===== config.mk =====
export PLATFORM = sky130hd
export DESIGN_NAME = ifetch_ctrl
export DESIGN_NICKNAME = d
export VERILOG_FILES = /design/src/rtl/ifetch_ctrl.sv
export SDC_FILE = /design/constraint.sdc
export NUM_CORES = 1
export LEC_CHECK = 0
export ABC_CLOCK_PERIOD_IN_PS = 1800
export BUFFER_PORTS_ARGS = -buffer_cell sky130_fd_sc_hd__buf_2
export CAP_MARGIN = 10
export CORE_MARGIN = 2
export CORE_UTILIZATION = 35
export CTS_CLUSTER_SIZE = 40
export DETAILED_ROUTE_END_ITERATION = 8
export HOLD_SLACK_MARGIN = 0.12
export SLEW_MARGIN = 0
export SYNTH_ARGS = -nofsm -noshare
export SYNTH_HDL_FRONTEND = slang
export SYNTH_SLANG_ARGS = --single-unit

===== constraint.sdc =====
create_clock -name clk -period 1.8 [get_ports clk]
set_input_delay 0.27 -clock clk [delete_from_list [all_inputs] [get_ports clk]]
set_output_delay 0.27 -clock clk [all_outputs]
set_load 0.005 [all_outputs]

===== src/rtl/ifetch_ctrl.sv =====
// Instruction fetch sequencer: issues one SRAM-like bus fetch per PC, holds the
// returned word for decode, stalls the PC register and discards stale responses.
module ifetch_ctrl #(
    parameter int WIDTH = 32
) (
    input  logic             clk,
    input  logic             rst,
    input  logic [WIDTH-1:0] pc,
    input  logic             flush,
    input  logic             stall_d,
    output logic             inst_req,
    output logic [WIDTH-1:0] inst_addr,
    input  logic             inst_addr_ok,
    input  logic             inst_data_ok,
    input  logic [WIDTH-1:0] inst_rdata,
    output logic [WIDTH-1:0] inst_out,
    output logic             inst_valid,
    output logic             stall_f
);

    typedef enum logic [1:0] {
        IDLE = 2'd0,
        REQ  = 2'd1,
        WAIT = 2'd2,
        HOLD = 2'd3
    } state_t;

    state_t           state_q, state_d;
    logic             discard_q, discard_d;
    logic             inst_valid_q, inst_valid_d;
    logic [WIDTH-1:0] inst_out_q, inst_out_d;
    logic [WIDTH-1:0] addr_q, addr_d;

    // State register and held instruction/address
    always_ff @(posedge clk or negedge rst) begin
        if (!rst) begin
            state_q      <= IDLE;
            discard_q    <= 1'b0;
            inst_valid_q <= 1'b0;
            inst_out_q   <= {WIDTH{1'b0}};
            addr_q       <= {WIDTH{1'b0}};
        end else begin
            state_q      <= state_d;
            discard_q    <= discard_d;
            inst_valid_q <= inst_valid_d;
            inst_out_q   <= inst_out_d;
            addr_q       <= addr_d;
        end
    end

    // Next-state and bus request generation
    always_comb begin
        state_d      = state_q;
        discard_d    = discard_q;
        inst_valid_d = inst_valid_q;
        inst_out_d   = inst_out_q;
        addr_d       = addr_q;
        inst_req     = 1'b0;
        inst_addr    = addr_q;
        case (state_q)
            IDLE: begin
                state_d = REQ;
            end
            REQ: begin
                inst_req  = 1'b1;
                inst_addr = pc;
                if (inst_addr_ok) begin
                    // The accepted address is the old pc if a redirect coincides.
                    state_d   = WAIT;
                    addr_d    = pc;
                    discard_d = flush;
                end else begin
                    state_d = REQ;
                end
            end
            WAIT: begin
                if (inst_data_ok) begin
                    if (discard_q || flush) begin
                        discard_d = 1'b0;
                        state_d   = REQ;
                    end else begin
                        inst_out_d   = inst_rdata;
                        inst_valid_d = 1'b1;
                        state_d      = HOLD;
                    end
                end else if (flush) begin
                    discard_d = 1'b1;
                end else begin
                    state_d = WAIT;
                end
            end
            HOLD: begin
                if (flush || !stall_d) begin
                    inst_valid_d = 1'b0;
                    state_d      = REQ;
                end else begin
                    state_d = HOLD;
                end
            end
            default: begin
                state_d      = IDLE;
                discard_d    = 1'b0;
                inst_valid_d = 1'b0;
            end
        endcase
    end

    assign stall_f    = !(((state_q == HOLD) && !stall_d) || flush);
    assign inst_valid = inst_valid_q;
    assign inst_out   = inst_out_q;

endmodule


==> impl_metrics.env, run 1 <==
export IMPL_cts_buffers_inserted=9
export IMPL_die_area_sq_mm=0.00975
export IMPL_power_uw=6620
export IMPL_syn_area_sq_mm=0.00314
export IMPL_crit_path_start="state_q[1]"
export IMPL_p_per_area_mw_per_mm2=1610
export IMPL_portBuffers=136
export IMPL_grtUsageTotal_pct=12.7
export IMPL_antenna_found_initial=0
export IMPL_placed_cells=432
export IMPL_crit_slowest_cell="dfrtp_1"
export IMPL_setup_violations=32
export IMPL_hold_slack_ns=0.167
export IMPL_die_x_um=98.7
export IMPL_ioPinCount=137
export IMPL_relSlewSlack_pct=67.9
export IMPL_p_leak_uw=0.00216
export IMPL_initial_core_util_pct=36.0
export IMPL_grt_max_degree=69
export IMPL_cp_endpoint="inst_addr[17]"
export IMPL_peakVddDrop_mv=0.630
export IMPL_first_pass_iters=4
export IMPL_synthCells=194
export IMPL_reg2reg_depth=3
export IMPL_path_cells="nor2b_4, buf_12, mux2_2, buf_2"
export IMPL_drv_cap=0
export IMPL_vias=2057
export IMPL_ys_seq_area_share_pct=54.2
export IMPL_post_cts_setup_buffers=0
export IMPL_cts_htree_levels=3
export IMPL_clock_root_buffer="clkbuf_8"
export IMPL_final_cells=448
export IMPL_clock_skew_ns=0.00611
export IMPL_cts_sinks=68
export IMPL_fin_ws_ns=-0.0605
export IMPL_avgSynthCellArea_sq_um=16.2
export IMPL_clk_pin_slew_ns=0.07
export IMPL_rsz0062_at_grt="yes"
export IMPL_multi_input_area_sq_mm=0.00134
export IMPL_tightest_slew_ns=0.481
export IMPL_criticalPathCategory="reg -> out"
export IMPL_final_hold_viol_count=0
export IMPL_fin_crit_ns=1.86
export IMPL_maxClockFrequency_mhz=537
export IMPL_regArea_sq_mm=0.00170
export IMPL_mostFrequentLayoutCells="136 x buf_2, 68 x dfrtp_1, 66 x mux2_2, 30 x mux2_4, 11 x clkbuf_8"
export IMPL_cp_data_arrival_time_ns=1.59
export IMPL_slowest_delay_ns=0.41
export IMPL_routed_via_density=4.59
export IMPL_die_h_um=98.7
export IMPL_cp_num_cells=4
export IMPL_yosysWarnings=0
export IMPL_cts_tree="built"
export IMPL_drtAntennaViolNets=0
export IMPL_wirelength_um=5930
export IMPL_drtIter0Drc=46
export IMPL_rows=34
export IMPL_dp_hpwl_um=4070
export IMPL_grt_pass1_wl_um=9850
export IMPL_core_sq_mm=0.00872
export IMPL_violations="setup timing"
export IMPL_gp_congestion=0.678
export IMPL_cp_start_kind="register"
export IMPL_worstPathBufferInverterCount=2
export IMPL_critPathRequiredTime_ns=1.53
export IMPL_final_nets=406
export IMPL_diodes=0
export IMPL_ys_ff_latch=68
export IMPL_crit_path_end_kind="primary output"
export IMPL_area_growth_pct=31.0
export IMPL_rrSetupSlack_ns=0.20
export IMPL_overflow=0
export IMPL_worstHoldPathType="in -> reg"
export IMPL_fillCellCount=804
export IMPL_layout_drive_gt1_share_pct=74.7
export IMPL_grt_pass1_vias=2135
export IMPL_report_final_slew_viol_count=0
export IMPL_final_common_cell="buf_2"
export IMPL_rr_endpoint="addr_q[7]"
export IMPL_cts_max_path_buffers=2
export IMPL_synth_nets=264
export IMPL_crit_family="flip-flops"
export IMPL_outcome="finished with violations"
export IMPL_wl_per_cell_um=13.2
export IMPL_worstPathMaxFanout=33
export IMPL_clkLatencyLatePin_ns=0.33
export IMPL_r2r_start="state_q[1]"
export IMPL_drc=0
export IMPL_min_period_over_period_pct=103
export IMPL_ys_types=18
worst min-delay path by stage:
stage	from	endpoint	slack (ns)	cells after the start
global placement	rst	inst_out[17]	0.32	2
global route	inst_rdata[5]	inst_out[5]	0.14	2
detailed placement	rst	inst_out[17]	0.32	2
finish	inst_rdata[27]	inst_out[27]	0.17	2
floorplan	rst	addr_q[0]	-0.03	0
CTS	inst_rdata[21]	inst_out[21]	0.15	2
cells in the mapped netlist:
cell	number	area share (%)
nor2_1	2	0.24
mux2_4	29	14
nand3b_4	1	0.64
a211oi_1	2	0.48
o21ai_0	1	0.16
nand2_1	2	0.24
buf_6	7	2.5
o31a_1	1	0.28
a21oi_1	3	0.48
nand4b_4	1	0.76
buf_4	3	0.72
o31ai_1	1	0.24
dfrtp_1	68	54
buf_2	1	0.16
mux2_2	67	24
nor2b_1	3	0.60
inv_1	1	0.12
nor2_4	1	0.36
report_power, final:
group | total, uW | internal, uW | switching [uW] | leakage (uW)
Clock | 1090 | 565 | 523 | 0.0000893
Combinational | 2950 | 1890 | 1060 | 0.00124
Sequential | 2580 | 2230 | 353 | 0.000834
Total | 6620 | 4680 | 1940 | 0.00216
final cells by class:
type	count	share of cell area, %
multi-input cells	114	32.6
inverters	1	0.0912
flip-flops and latches	68	41.3
clock inverters	2	0.243
clock buffers	13	3.86
well taps	108	3.28
repair buffers	142	18.6
state kept, by name (all words and copies together) (netlist names):
name and flops:
state_q 2, discard_q 1, inst_valid 1, inst_out 32
addr_q 32
cells by family after synthesis:
logic type             synth area share, %
AND/OR/NAND/NOR                       2.83
multiplexers                          37.9
flip-flops                            54.2
buffers and inverters                 3.50
AO/OA/AOI/OAI                         1.63
metal layers:
layer	up-vias	GRT usage (%)	routed length (um)
met5	-	0	0
met4	0	6.01	96
met3	6	4.33	473
met2	90	18.8	2650
met1	987	16.7	2710
li1	974	-	-
repair_timing:
action                                  in CTS  in global routing
hold endpoints to repair                    68                  0
hold buffers                                 1                  0
resized for setup                            0                  1
endpoints found under the setup margin      32                 32
metrics by stage:
| stage | TNS, ns | utilization (%) | instance area (sq um) | setup slack [ns] |
|---|---|---|---|---|
| finish | -1.50 | 47.2 | 4120 | -0.0605 |
| global route | -4.40 | 47.2 | 4120 | -0.155 |
| CTS | -2.60 | 47.2 | 4110 | -0.0923 |
| detailed placement | 0 | 45.1 | 3930 | 0.168 |
| global placement | 0 | 45.1 | 3930 | 0.190 |
| floorplan | 0 | - | 3140 | 0.302 |
Power figures use the tool's default switching activity.
==> inputs of run 2 (changes only) <==
RECOVER_POWER = 25   (was default)
==> run 2 against run 1 <==
  * First-iteration DRC count stayed put
  * Worst hold slack stayed put
  * Global-route usage stayed put
  * Core utilization is 0.14 points lower
  * Total power hardly changed
  * Highest routed layer unchanged
  * Non-clock buffer count stayed put
  * The run still ends with setup timing left
  * Largest cell class unchanged
  * Cell count stayed put
  * Register-to-register slack hardly changed
  * Maximum frequency stayed put
  * Final area is 0.30% lower
  * Critical path depth stayed put
  * Critical path type unchanged
  * Combinational power hardly changed
==> impl_metrics.env, run 2 (synthesized netlist as in run 1, its figures left out) <==
export IMPL_overflow=0
export IMPL_antenna_found_initial=0
export IMPL_dp_hpwl_um=4070
export IMPL_mostFrequentLayoutCells="136 x buf_2, 68 x dfrtp_1, 66 x mux2_2, 30 x mux2_4, 11 x clkbuf_8"
export IMPL_clk_pin_slew_ns=0.07
export IMPL_cts_sinks=68
export IMPL_rr_endpoint="addr_q[7]"
export IMPL_p_leak_uw=0.00216
export IMPL_placed_cells=432
export IMPL_drv_cap=0
export IMPL_violations="setup timing"
export IMPL_grt_max_degree=69
export IMPL_min_period_over_period_pct=103
export IMPL_r2r_start="state_q[1]"
export IMPL_regArea_sq_mm=0.00170
export IMPL_reg2reg_depth=3
export IMPL_cts_max_path_buffers=2
export IMPL_hp_start="inst_rdata[27]"
export IMPL_vias=2057
export IMPL_clkLatencyLatePin_ns=0.33
export IMPL_maxClockFrequency_mhz=537
export IMPL_criticalPathCategory="reg -> out"
export IMPL_crit_path_start="state_q[1]"
export IMPL_outcome="finished with violations"
export IMPL_die_h_um=98.7
export IMPL_final_cells=448
export IMPL_layout_drive_gt1_share_pct=74.7
export IMPL_diodes=0
export IMPL_report_final_slew_viol_count=0
export IMPL_core_sq_mm=0.00872
export IMPL_relSlewSlack_pct=39.6
export IMPL_drtIter0Drc=46
export IMPL_critPathRequiredTime_ns=1.53
export IMPL_crit_path_end_kind="primary output"
export IMPL_cts_tree="built"
export IMPL_die_x_um=98.7
export IMPL_clock_skew_ns=0.00611
export IMPL_area_growth_pct=30.6
export IMPL_grt_pass1_vias=2135
export IMPL_final_common_cell="buf_2"
export IMPL_die_area_sq_mm=0.00975
export IMPL_first_pass_iters=4
export IMPL_grt_pass1_wl_um=9850
export IMPL_fin_crit_ns=1.86
export IMPL_drc=0
export IMPL_wl_per_cell_um=13.2
export IMPL_ioPinCount=137
export IMPL_multi_input_area_sq_mm=0.00134
export IMPL_worstPathMaxFanout=33
export IMPL_final_hold_viol_count=0
export IMPL_cts_buffers_inserted=9
export IMPL_drtAntennaViolNets=0
export IMPL_rows=34
export IMPL_cts_htree_levels=3
export IMPL_gp_congestion=0.678
export IMPL_cp_endpoint="inst_addr[17]"
export IMPL_initial_core_util_pct=36.0
export IMPL_cp_data_arrival_time_ns=1.59
export IMPL_p_per_area_mw_per_mm2=1610
export IMPL_final_util_pct=47.1
export IMPL_routed_via_density=4.59
export IMPL_grtUsageTotal_pct=12.7
export IMPL_setup_violations=32
export IMPL_setup_tns_ns=-1.50
export IMPL_place_ws_ns=0.168
export IMPL_rsz0062_at_grt="yes"
export IMPL_cp_start_kind="register"
export IMPL_tightest_slew_ns=0.907
export IMPL_final_nets=406
export IMPL_fillCellCount=806
export IMPL_peakVddDrop_mv=0.630
export IMPL_worstHoldPathType="in -> reg"
export IMPL_portBuffers=136
export IMPL_fin_ws_ns=-0.0605
export IMPL_wirelength_um=5930
export IMPL_clock_root_buffer="clkbuf_8"
export IMPL_rrSetupSlack_ns=0.20
==> run 2: cell count changes in the layout (fill, tap and decap cells not counted), sizes merged <==
cell    previous run  this run
buf              141       140
clkbuf            13        14
==> run 2: critical path, cell delays in order, from the launching register on <==
cell     delay (ns)
dfrtp_1        0.41
nor2b_4        0.14
buf_12         0.22
mux2_2         0.36
buf_2          0.13
==> run 2: final cells by class <==
type                       instances  area share (%)
inverter                           1          0.0915
tap                              108            3.29
clock inverter                     2           0.244
multi-input combinational        114            32.7
clock buffer                      13            3.87
sequential                        68            41.5
timing repair buffer             142            18.4
==> run 2: repair_timing <==
| item | CTS | global route |
|---|---|---|
| endpoints found under the hold margin | 68 | 0 |
| hold buffers | 1 | 0 |
| setup buffers | 0 | 0 |
| gates resized for setup | 0 | 1 |
| endpoints found under the setup margin | 32 | 32 |
==> run 2: layer usage <==
metal / vias to the layer above / GRT usage [%] / share of wire (%)
met5: - / 0 / 0
met4: 0 / 6.01 / 1.6
met3: 6 / 4.33 / 8.0
met2: 90 / 18.8 / 45
met1: 987 / 16.7 / 46
li1: 974 / - / -
==> run 2: worst min path at each step <==
stage,cells past startpoint,endpoint,slack [ns]
final,2,inst_out[27],0.17
after global routing,2,inst_out[5],0.14
after CTS,2,inst_out[21],0.15
after detailed placement,2,inst_out[17],0.32
after global placement,2,inst_out[17],0.32
after floorplan,0,addr_q[0],-0.03
==> run 2: per-stage QoR <==
stage               hold WS [ns]  total power, uW  instance area [sq um]
floorplan                -0.0256             4530                   3140
global placement           0.325             5550                   3930
detailed placement         0.322             5610                   3930
CTS                        0.145             6750                   4110
global route               0.141             7120                   4100
finish                     0.167             6620                   4100
==> run 2: power breakdown <==
group / internal (uW) / switching (uW)
registers: 2230 / 353
clock network: 565 / 523
logic: 1890 / 1060
